--- src/rtl/ntt_pkg.sv ---
// Shared definitions for the NTT stage sequencers (forward and inverse).
// Provides the 2-bit FSM state encoding and the stage-count helper.
// No ports; import with ntt_pkg::*.
package ntt_pkg;

    typedef logic [1:0] state_t;

    localparam state_t IDLE = 2'd0;
    localparam state_t LOAD = 2'd1;
    localparam state_t RUN  = 2'd2;
    localparam state_t DONE = 2'd3;

    // Number of radix-2 stages for a D-lane transform.
    function automatic int stage_count(input int d);
        return $clog2(d);
    endfunction

endpackage

--- src/rtl/ntt_stage_lut.sv ---
// Stage decode: per-lane subtract mask and psi-table address for one stage.
// Ports: stage_i (stage index) -> sub_mask_o (D bits), tw_addr_o (D lanes of S bits).
// Purely combinational; the caller registers the outputs.
module ntt_stage_lut #(
    parameter int D = 8,
    parameter int S = 3
) (
    input  logic [S-1:0]   stage_i,
    output logic [D-1:0]   sub_mask_o,
    output logic [D*S-1:0] tw_addr_o
);

    always_comb begin
        int stg;
        int addr;
        sub_mask_o = '0;
        tw_addr_o  = '0;
        stg        = int'(stage_i);
        for (int i = 0; i < D; i++) begin
            // Lane i is the upper half of its butterfly pair when the bit
            // selected by the current stage is set.
            sub_mask_o[i] = ((i >> (S - 1 - stg)) & 1) != 0;
            // Twiddle index: group number within the stage plus the stage base.
            addr = (i >> (S - stg)) + (1 << stg);
            tw_addr_o[S*i +: S] = addr[S-1:0];
        end
    end

endmodule

--- src/rtl/ntt_seq_ctrl.sv ---
// Stage sequencer for the flat D-lane radix-2 NTT datapath.
// Ports: in_valid/in_ready/a_in (input vector), load_en/a_load, stage_en/stage/
// sub_mask/tw_addr (datapath control), res_in, out_valid/out_ready/out_data, busy.
module ntt_seq_ctrl
    import ntt_pkg::*;
#(
    parameter  int N = 17,
    parameter  int D = 8,
    localparam int S = stage_count(D)
) (
    input  logic           clk,
    input  logic           rst,
    input  logic           in_valid,
    output logic           in_ready,
    input  logic [D*N-1:0] a_in,
    output logic           load_en,
    output logic [D*N-1:0] a_load,
    output logic           stage_en,
    output logic [S-1:0]   stage,
    output logic [D-1:0]   sub_mask,
    output logic [D*S-1:0] tw_addr,
    input  logic [D*N-1:0] res_in,
    output logic           out_valid,
    input  logic           out_ready,
    output logic [D*N-1:0] out_data,
    output logic           busy
);

    localparam int LAST_STAGE = S - 1;

    state_t         state_q, state_d;
    logic [S-1:0]   stage_q, stage_d;
    logic           in_ready_q, in_ready_d;
    logic           load_en_q, load_en_d;
    logic [D*N-1:0] a_load_q, a_load_d;
    logic           stage_en_q, stage_en_d;
    logic [D-1:0]   sub_mask_q, sub_mask_d;
    logic [D*S-1:0] tw_addr_q, tw_addr_d;
    logic           out_valid_q, out_valid_d;
    logic [D*N-1:0] out_data_q, out_data_d;
    logic           busy_q, busy_d;

    logic [D-1:0]   lut_mask;
    logic [D*S-1:0] lut_tw;

    // Decode the stage that will be current next cycle so the registered
    // mask/address line up with the registered stage index.
    ntt_stage_lut #(.D(D), .S(S)) u_lut (
        .stage_i    (stage_d),
        .sub_mask_o (lut_mask),
        .tw_addr_o  (lut_tw)
    );

    // State register and all registered outputs.
    always_ff @(posedge clk or posedge rst) begin
        if (rst) begin
            state_q     <= IDLE;
            stage_q     <= '0;
            in_ready_q  <= 1'b1;
            load_en_q   <= 1'b0;
            a_load_q    <= '0;
            stage_en_q  <= 1'b0;
            sub_mask_q  <= '0;
            tw_addr_q   <= '0;
            out_valid_q <= 1'b0;
            out_data_q  <= '0;
            busy_q      <= 1'b0;
        end else begin
            state_q     <= state_d;
            stage_q     <= stage_d;
            in_ready_q  <= in_ready_d;
            load_en_q   <= load_en_d;
            a_load_q    <= a_load_d;
            stage_en_q  <= stage_en_d;
            sub_mask_q  <= sub_mask_d;
            tw_addr_q   <= tw_addr_d;
            out_valid_q <= out_valid_d;
            out_data_q  <= out_data_d;
            busy_q      <= busy_d;
        end
    end

    // Next-state and stage counter.
    always_comb begin
        state_d = state_q;
        stage_d = '0;
        case (state_q)
            IDLE: if (in_valid) state_d = LOAD;
            LOAD: state_d = RUN;
            RUN: begin
                if (int'(stage_q) == LAST_STAGE) begin
                    state_d = DONE;
                end else begin
                    stage_d = stage_q + 1'b1;
                end
            end
            DONE: if (out_ready) state_d = IDLE;
            default: state_d = IDLE;
        endcase
    end

    // Output next values, decoded from the next state so every output is a flop.
    always_comb begin
        in_ready_d  = (state_d == IDLE);
        load_en_d   = (state_d == LOAD);
        stage_en_d  = (state_d == RUN);
        out_valid_d = (state_d == DONE);
        busy_d      = (state_d != IDLE);
        sub_mask_d  = (state_d == RUN) ? lut_mask : '0;
        tw_addr_d   = (state_d == RUN) ? lut_tw : '0;
        a_load_d    = a_load_q;
        out_data_d  = out_data_q;
        if (state_q == IDLE && in_valid) begin
            a_load_d = a_in;
        end
        // Result is sampled on the edge that closes the last stage.
        if (state_q == RUN && state_d == DONE) begin
            out_data_d = res_in;
        end
    end

    assign in_ready  = in_ready_q;
    assign load_en   = load_en_q;
    assign a_load    = a_load_q;
    assign stage_en  = stage_en_q;
    assign stage     = stage_q;
    assign sub_mask  = sub_mask_q;
    assign tw_addr   = tw_addr_q;
    assign out_valid = out_valid_q;
    assign out_data  = out_data_q;
    assign busy      = busy_q;

endmodule
--- config.mk ---
export PLATFORM = sky130hd
export DESIGN_NAME = ntt_seq_ctrl
export DESIGN_NICKNAME = d
export VERILOG_FILES = /design/src/rtl/ntt_pkg.sv /design/src/rtl/ntt_stage_lut.sv /design/src/rtl/ntt_seq_ctrl.sv
export SDC_FILE = /design/constraint.sdc
export NUM_CORES = 1
export LEC_CHECK = 0
export ABC_AREA = 1
export CAP_MARGIN = 20
export CORE_AREA = 2 2 230 232
export DETAILED_ROUTE_END_ITERATION = 10
export DIE_AREA = 0 0 232 234
export MAX_ROUTING_LAYER = met4
export SETUP_SLACK_MARGIN = 0.5
export SLEW_MARGIN = 25
export SYNTH_ARGS = -nofsm -noshare
export SYNTH_HDL_FRONTEND = slang
export SYNTH_SLANG_ARGS = --single-unit
export TNS_END_PERCENT = 20
--- constraint.sdc ---
create_clock -name clk -period 13.4 [get_ports clk]
set_input_delay 2.01 -clock clk [delete_from_list [all_inputs] [get_ports clk]]
set_output_delay 2.01 -clock clk [all_outputs]
set_load 0.01 [all_outputs]
==> flow_summary_export.csv, run 1 <==
group,metric,value,unit
clock_tree,ctsHtreeMaxLevel,2,
logic_synthesis,synth_edf_count,0,
placement,pre_cts_ws,8.31,ns
detailed_routing,drtPass1Iterations,5,
sta,layout_setup_ws,9.33,ns
logic_synthesis,postSynthAreaPerCell,9.12,um^2
global_routing,grt.total_usage,15.0,%
global_routing,grt_antenna_before_repair,1,
floorplan,ioPinCount,588,
logic_synthesis,syn-instance-count,1355,
placement,place.gp.congestion,0.830,
sta,period_share,30.3,%
global_routing,overflow,0,
detailed_routing,route.final.wire_length,40.9,mm
detailed_routing,vias,10500,
detailed_routing,via_per_inst,3.97,
cells_and_area,drive_gt1_share,4.21,%
run,cap_violations,0,
floorplan,num_rows,84,
cells_and_area,area_delta_synth_final,62.2,%
pwr,p_per_area,239,mW/mm^2
critical_path,cp.required,13.94,ns
sta,tns,0,ns
critical_path,arrival,4.60,ns
logic_synthesis,synth_area,0.0124,mm^2
global_routing,grt_max_degree,122,
floorplan,dieArea,0.0543,mm^2
sta,rsz0062_at_grt,"no",
floorplan,die_w,232,um
clock_tree,clk_pin_slew,0.06,ns
hold_path,worstHoldPathType,"reg -> reg",
sta,finalMaxSlewViolations,0,
cells_and_area,nFillCells,5213,
logic_synthesis,synthFlopType,"dfrtp_1",
sta,hold_viol_final,0,
outcome,outcome,"finished, final reports clean",
detailed_routing,wl_per_cell,15.5,um
logic_synthesis,yosys_warnings,0,
floorplan,core,0.0520,mm^2
pwr,p_leak,9.92,nW
global_routing,grt_pass1_wl,61.2,mm
critical_path,startpoint_type,"input pin",
critical_path,worstSetupEndpointType,"async pin",
clock_tree,cts_hold_buf,0,
placement,hpwl,30.0,mm
placement,place_inst,2575,
detailed_routing,drt_iter0_markers,561,
logic_synthesis,synthArstFlopShare,100,%
clock_tree,clkSinkCount,313,
clock_tree,cts_buffers,37,
clock_tree,cts_tree,"built",
critical_path,worstPathMaxFanout,111,
sta,worst_slew_pin_slew,0.956,ns
logic_synthesis,ys_ff_latch,313,
clock_tree,cts_resized,0,
sta,final-setup-viol-count,0,
critical_path,crit_type,"in -> async",
pwr,vdd_drop_max,89.6,uV
global_routing,grt_pass1_vias,10300,
cells_and_area,post-route-util,38.5,%
logic_synthesis,seq_area_frac_synth,63.4,%
placement,portBuffers,586,
cells_and_area,final_net_count,2221,
clock_tree,post_cts_buffers,0,
sta,relSlewSlack,36.3,%
clock_tree,clk_latency,0.53,ns
sta,max_freq,246,MHz
floorplan,dieHeight,234,um
logic_synthesis,yosysUniqueCellTypes,26,
floorplan,initial_core_util,23.7,%
sta,layout_min_cycle_time,4.07,ns
detailed_routing,drc,0,
cells_and_area,stdcell_count,2635,
clock_tree,root_buffer,"clkbuf_16",
sta,skew,0.0114,ns
clock_tree,cts_buffer_depth,3,
detailed_routing,ant_nets,0,
cells by family (layout without fill, tap and decap cells):
logic type,after synthesis,in the layout,synth area share (%)
and+or+nand+nor,636,636,20.3
DFF,313,313,63.4
buffers and inverters,247,836,8.35
AOI/OAI and AO/OA,138,138,5.61
adders and majority gates,19,19,2.23
other,2,5,0.0608
metrics by stage:
stage | hold slack (ns) | cell area (um^2) | total power [mW]
after global routing | 0.493 | 20000 | 5.13
after floorplan | 0.515 | 12400 | 2.58
after CTS | 0.479 | 20000 | 4.87
after detailed placement | 0.464 | 18800 | 3.83
final | 0.474 | 20000 | 4.80
after global placement | 0.462 | 18800 | 3.80
where the power goes:
group	leakage (nW)	total (mW)	internal (mW)	switching, mW
Combinational	5.50	2.14	1.11	1.03
Clock	0.589	1.00	0.615	0.388
Sequential	3.83	1.65	1.40	0.251
Yosys cell counts, types with 2 or more instances:
cell type / n / area share [%]
inv_2: 2 / 0.061
nor2_4: 11 / 1.0
buf_6: 2 / 0.18
nor2_1: 23 / 0.70
buf_2: 60 / 2.4
fa_1: 5 / 0.81
dfrtp_1: 312 / 63
conb_1: 2 / 0.061
nand4_1: 4 / 0.20
nand2_1: 584 / 18
inv_1: 180 / 5.5
o21ai_0: 9 / 0.36
o21ai_1: 127 / 5.1
nand3_1: 9 / 0.36
ha_1: 14 / 1.4
path summary, 6_finish.rpt:
kind,startpoint,endpoint,slack (ns),depth (start not counted)
hold reg to reg,a_load[3]$_DFFE_PP0P_,a_load[3]$_DFFE_PP0P_,0.47,2
hold / removal,a_load[3]$_DFFE_PP0P_,a_load[3]$_DFFE_PP0P_,0.47,2
min in group asynchronous,rst,a_load[66]$_DFFE_PP0P_,2.02,2
setup reg to reg,state_q[0]$_DFF_PP0_,tw_addr[8]$_DFF_PP0_,10.44,15
setup / recovery,rst,out_data[18]$_DFFE_PP0P_,9.33,4
max in group clk,in_valid,a_load[53]$_DFFE_PP0P_,9.66,6
area by class of cell:
type,instances,area [um^2],share of cell area [%]
antenna,1,2.50,0.0125
clock buffer,53,1090,5.42
clock inverter,6,105,0.524
inverter,182,693,3.46
multi-input combinational,797,3520,17.6
sequential,313,7830,39.1
tap,688,861,4.29
timing repair buffer,595,5940,29.7
cell usage in the layout (no fill, tap or decap):
master / n
a21oi_1: 1
buf_4: 6
buf_6: 3
bufinv_16: 3
clkbuf_1: 6
clkbuf_16: 37
clkbuf_8: 10
clkdlybuf4s50_1: 586
clkinv_2: 3
conb_1: 4
dfrtp_1: 312
dfstp_2: 1
diode_2: 1
fa_1: 5
ha_1: 14
inv_1: 178
inv_2: 2
inv_4: 1
inv_8: 1
nand2_1: 584
nand2_2: 1
nand3_1: 8
nand3_2: 1
nand3_4: 1
nand3b_1: 1
nand4_1: 4
nand4_4: 1
nor2_1: 23
nor2_4: 11
nor3_1: 1
o211ai_1: 1
o21ai_0: 9
o21ai_1: 127
sequential cells by signal, summed over array words and instances, names as in the netlist:
name and cells:
a_load 136, busy 1, in_ready 1, load_en 1, out_data 136, out_valid 1, stage 3, stage_en 1
state_q 2, sub_mask 7, tw_addr 24
metal layers:
layer | vias to the layer above | wire length, um | track usage [%]
li1 | 5193 | - | -
met4 | 0 | 1270 | 5.23
met3 | 69 | 2660 | 3.65
met2 | 328 | 20000 | 24.0
met5 | - | 0 | -
met1 | 4865 | 17000 | 18.6
critical path, cell delays in order:
cell             delay (ns)
clkdlybuf4s50_1        0.49
inv_8                  0.55
buf_6                  0.61
buf_4                  0.82
Note: power is estimated with default switching activity, not from simulation.
==> run 2, diff against run 1 <==
Settings changed: CORE_AREA 2 2 230 232 to 2 2 228 230, DIE_AREA 0 0 232 234 to 0 0 230 232.
Clock period 13.4 ns to 3.4 ns, I/O delays scaled along.
==> flow_summary_export.csv, run 2 (synthesized netlist as in run 1, its figures left out) <==
group,metric,value,unit
global_routing,grt.total_usage,15.9,%
cells_and_area,area_delta_synth_final,64.4,%
pwr,p_leak,10.1,nW
placement,place.gp.congestion,0.865,
critical_path,startpoint_type,"register",
critical_path,cp_cell_sequence,"nor2_4 > nand2_1 > nor2_1 > inv_1 > ha_1 > nand2_1 > inv_1 > ha_1 > inv_1 > fa_1 > nor2_4",
clock_tree,cts_tree,"built",
detailed_routing,drt_iter0_markers,488,
critical_path,cpMostUsedCell,"inv_1",
floorplan,die_w,230,um
critical_path,critPathMaxStageDelay,0.45,ns
detailed_routing,vias,10600,
clock_tree,cts_buffer_depth,3,
sta,layout_min_cycle_time,2.66,ns
floorplan,ioPinCount,588,
detailed_routing,ant_nets,0,
critical_path,arrival,3.13,ns
pwr,sw_frac_of_total,34.9,%
pwr,p_comb_share,44.6,%
sta,worst_slew_pin_slew,0.904,ns
critical_path,ff2ff_path_depth,11,
placement,hpwl,31.5,mm
global_routing,grt_max_degree,179,
cells_and_area,seqCellArea,0.00783,mm^2
placement,placed_area,0.0190,mm^2
cells_and_area,final_net_count,2237,
floorplan,initial_core_util,24.3,%
pwr,p_clk_share,21.5,%
critical_path,cp.required,3.87,ns
clock_tree,root_buffer,"clkbuf_16",
critical_path,crit_type,"reg -> reg",
placement,pre_cts_ws,0.764,ns
global_routing,overflow,0,
critical_path,worstPathMaxFanout,7,
pwr,p_sw,6.68,mW
clock_tree,clk_latency,0.54,ns
critical_path,crit_slowest_cell,"fa_1",
cells_and_area,nFillCells,5012,
run,cap_violations,0,
critical_path,worstSetupEndpointType,"register",
detailed_routing,wl_per_cell,15.9,um
detailed_routing,via_per_inst,4.00,
hold_path,hold_start,"a_load[98]$_DFFE_PP0P_",
critical_path,cp_num_buf_inv,3,
pwr,vdd_drop_max,466,uV
detailed_routing,drtPass1Iterations,4,
sta,final-setup-viol-count,0,
cells_and_area,drive_gt1_share,5.29,%
sta,finalMaxSlewViolations,0,
hold_path,worstHoldPathType,"reg -> reg",
detailed_routing,drc,0,
pwr,p_per_area,942,mW/mm^2
clock_tree,cts_resized,0,
global_routing,grt_antenna_before_repair,2,
critical_path,reg2reg_slack,0.74,ns
sta,max_freq,376,MHz
global_routing,grt_pass1_wl,63.7,mm
pwr,p_int,12.4,mW
cells_and_area,layout_commonest_cell,"clkdlybuf4s50_1",
pwr,power_frac_seq,33.9,%
sta,layout_setup_ws,0.742,ns
clock_tree,clkSinkCount,313,
detailed_routing,route.final.wire_length,42.2,mm
sta,relSlewSlack,39.6,%
clock_tree,cts_hold_buf,0,
floorplan,core,0.0509,mm^2
critical_path,regToRegEndpoint,"tw_addr[13]$_DFF_PP0_",
cells_and_area,design_area,0.0203,mm^2
sta,hold_viol_final,0,
floorplan,dieHeight,232,um
placement,portBuffers,586,
critical_path,r2r-start,"state_q[0]$_DFF_PP0_",
clock_tree,cts_buffers,39,
hold_path,worstHoldEndpoint,"a_load[98]$_DFFE_PP0P_",
hold_path,hold_depth,2,
sta,period_share,78.2,%
floorplan,num_rows,83,
cells_and_area,multi_input_area,0.00352,mm^2
sta,rsz0062_at_grt,"no",
global_routing,grt_pass1_vias,10800,
clock_tree,post_cts_buffers,0,
floorplan,dieArea,0.0534,mm^2
outcome,outcome,"finished, final reports clean",
clock_tree,ctsHtreeMaxLevel,2,
critical_path,crit_family,"simple AND/OR/NAND/NOR gates",
cells_and_area,final_cell_mix,"clkdlybuf4s50_1 (586), nand2_1 (584), dfrtp_1 (312)",
sta,skew,0.0177,ns
clock_tree,clk_pin_slew,0.05,ns
run 2: power groups by stage:
stage | registers, mW | clock network (mW) | logic [mW]
floorplan | 7.28 | 0 | 2.90
global placement | 6.47 | 0 | 8.56
detailed placement | 6.53 | 0 | 8.66
CTS | 6.50 | 4.25 | 8.71
global route | 6.72 | 4.39 | 9.33
finish | 6.48 | 4.11 | 8.54
run 2: worst max path at each step:
stage | cells past startpoint | from | to
finish | 11 | state_q[0]$_DFF_PP0_ | tw_addr[13]$_DFF_PP0_
global route | 16 | state_q[1]$_DFF_PP0_ | tw_addr[8]$_DFF_PP0_
CTS | 12 | state_q[1]$_DFF_PP0_ | tw_addr[19]$_DFF_PP0_
detailed placement | 12 | state_q[1]$_DFF_PP0_ | tw_addr[19]$_DFF_PP0_
global placement | 15 | state_q[0]$_DFF_PP0_ | tw_addr[8]$_DFF_PP0_
floorplan | 1 | rst | a_load[0]$_DFFE_PP0P_
run 2: cell type report:
class	count	share of cell area (%)
clock buffer	54	5.68
multi-input combinational	797	17.3
tap	680	4.19
inverter	182	3.39
antenna	2	0.0246
timing repair buffer	609	30.3
sequential	313	38.6
clock inverter	12	0.554
run 2: stage by stage:
step / util, % / power [mW] / hold WS [ns] / TNS, ns / instances
floorplan: - / 10.2 / 0.515 / -398.91 / 1357
global placement: 37.4 / 15.0 / 0.461 / 0 / 2581
detailed placement: 37.4 / 15.2 / 0.464 / 0 / 2581
CTS: 39.9 / 19.5 / 0.459 / 0 / 2647
global route: 39.9 / 20.4 / 0.494 / 0 / 2649
finish: 39.9 / 19.1 / 0.474 / 0 / 2649
run 2: per-layer routing:
layer | vias to the layer above | GRT usage, % | share of wire (%)
met3 | 95 | 4.32 | 7.0
met5 | - | - | 0
met4 | 0 | 6.79 | 3.8
met1 | 4953 | 18.1 | 40
li1 | 5231 | - | -
met2 | 316 | 26.3 | 49
run 2: worst min-delay path, delay by kind of cell, from the launching register on:
family | cells | cell delay (ns)
flip-flops | 1 | 0.34
AND/OR/NAND/NOR | 2 | 0.10
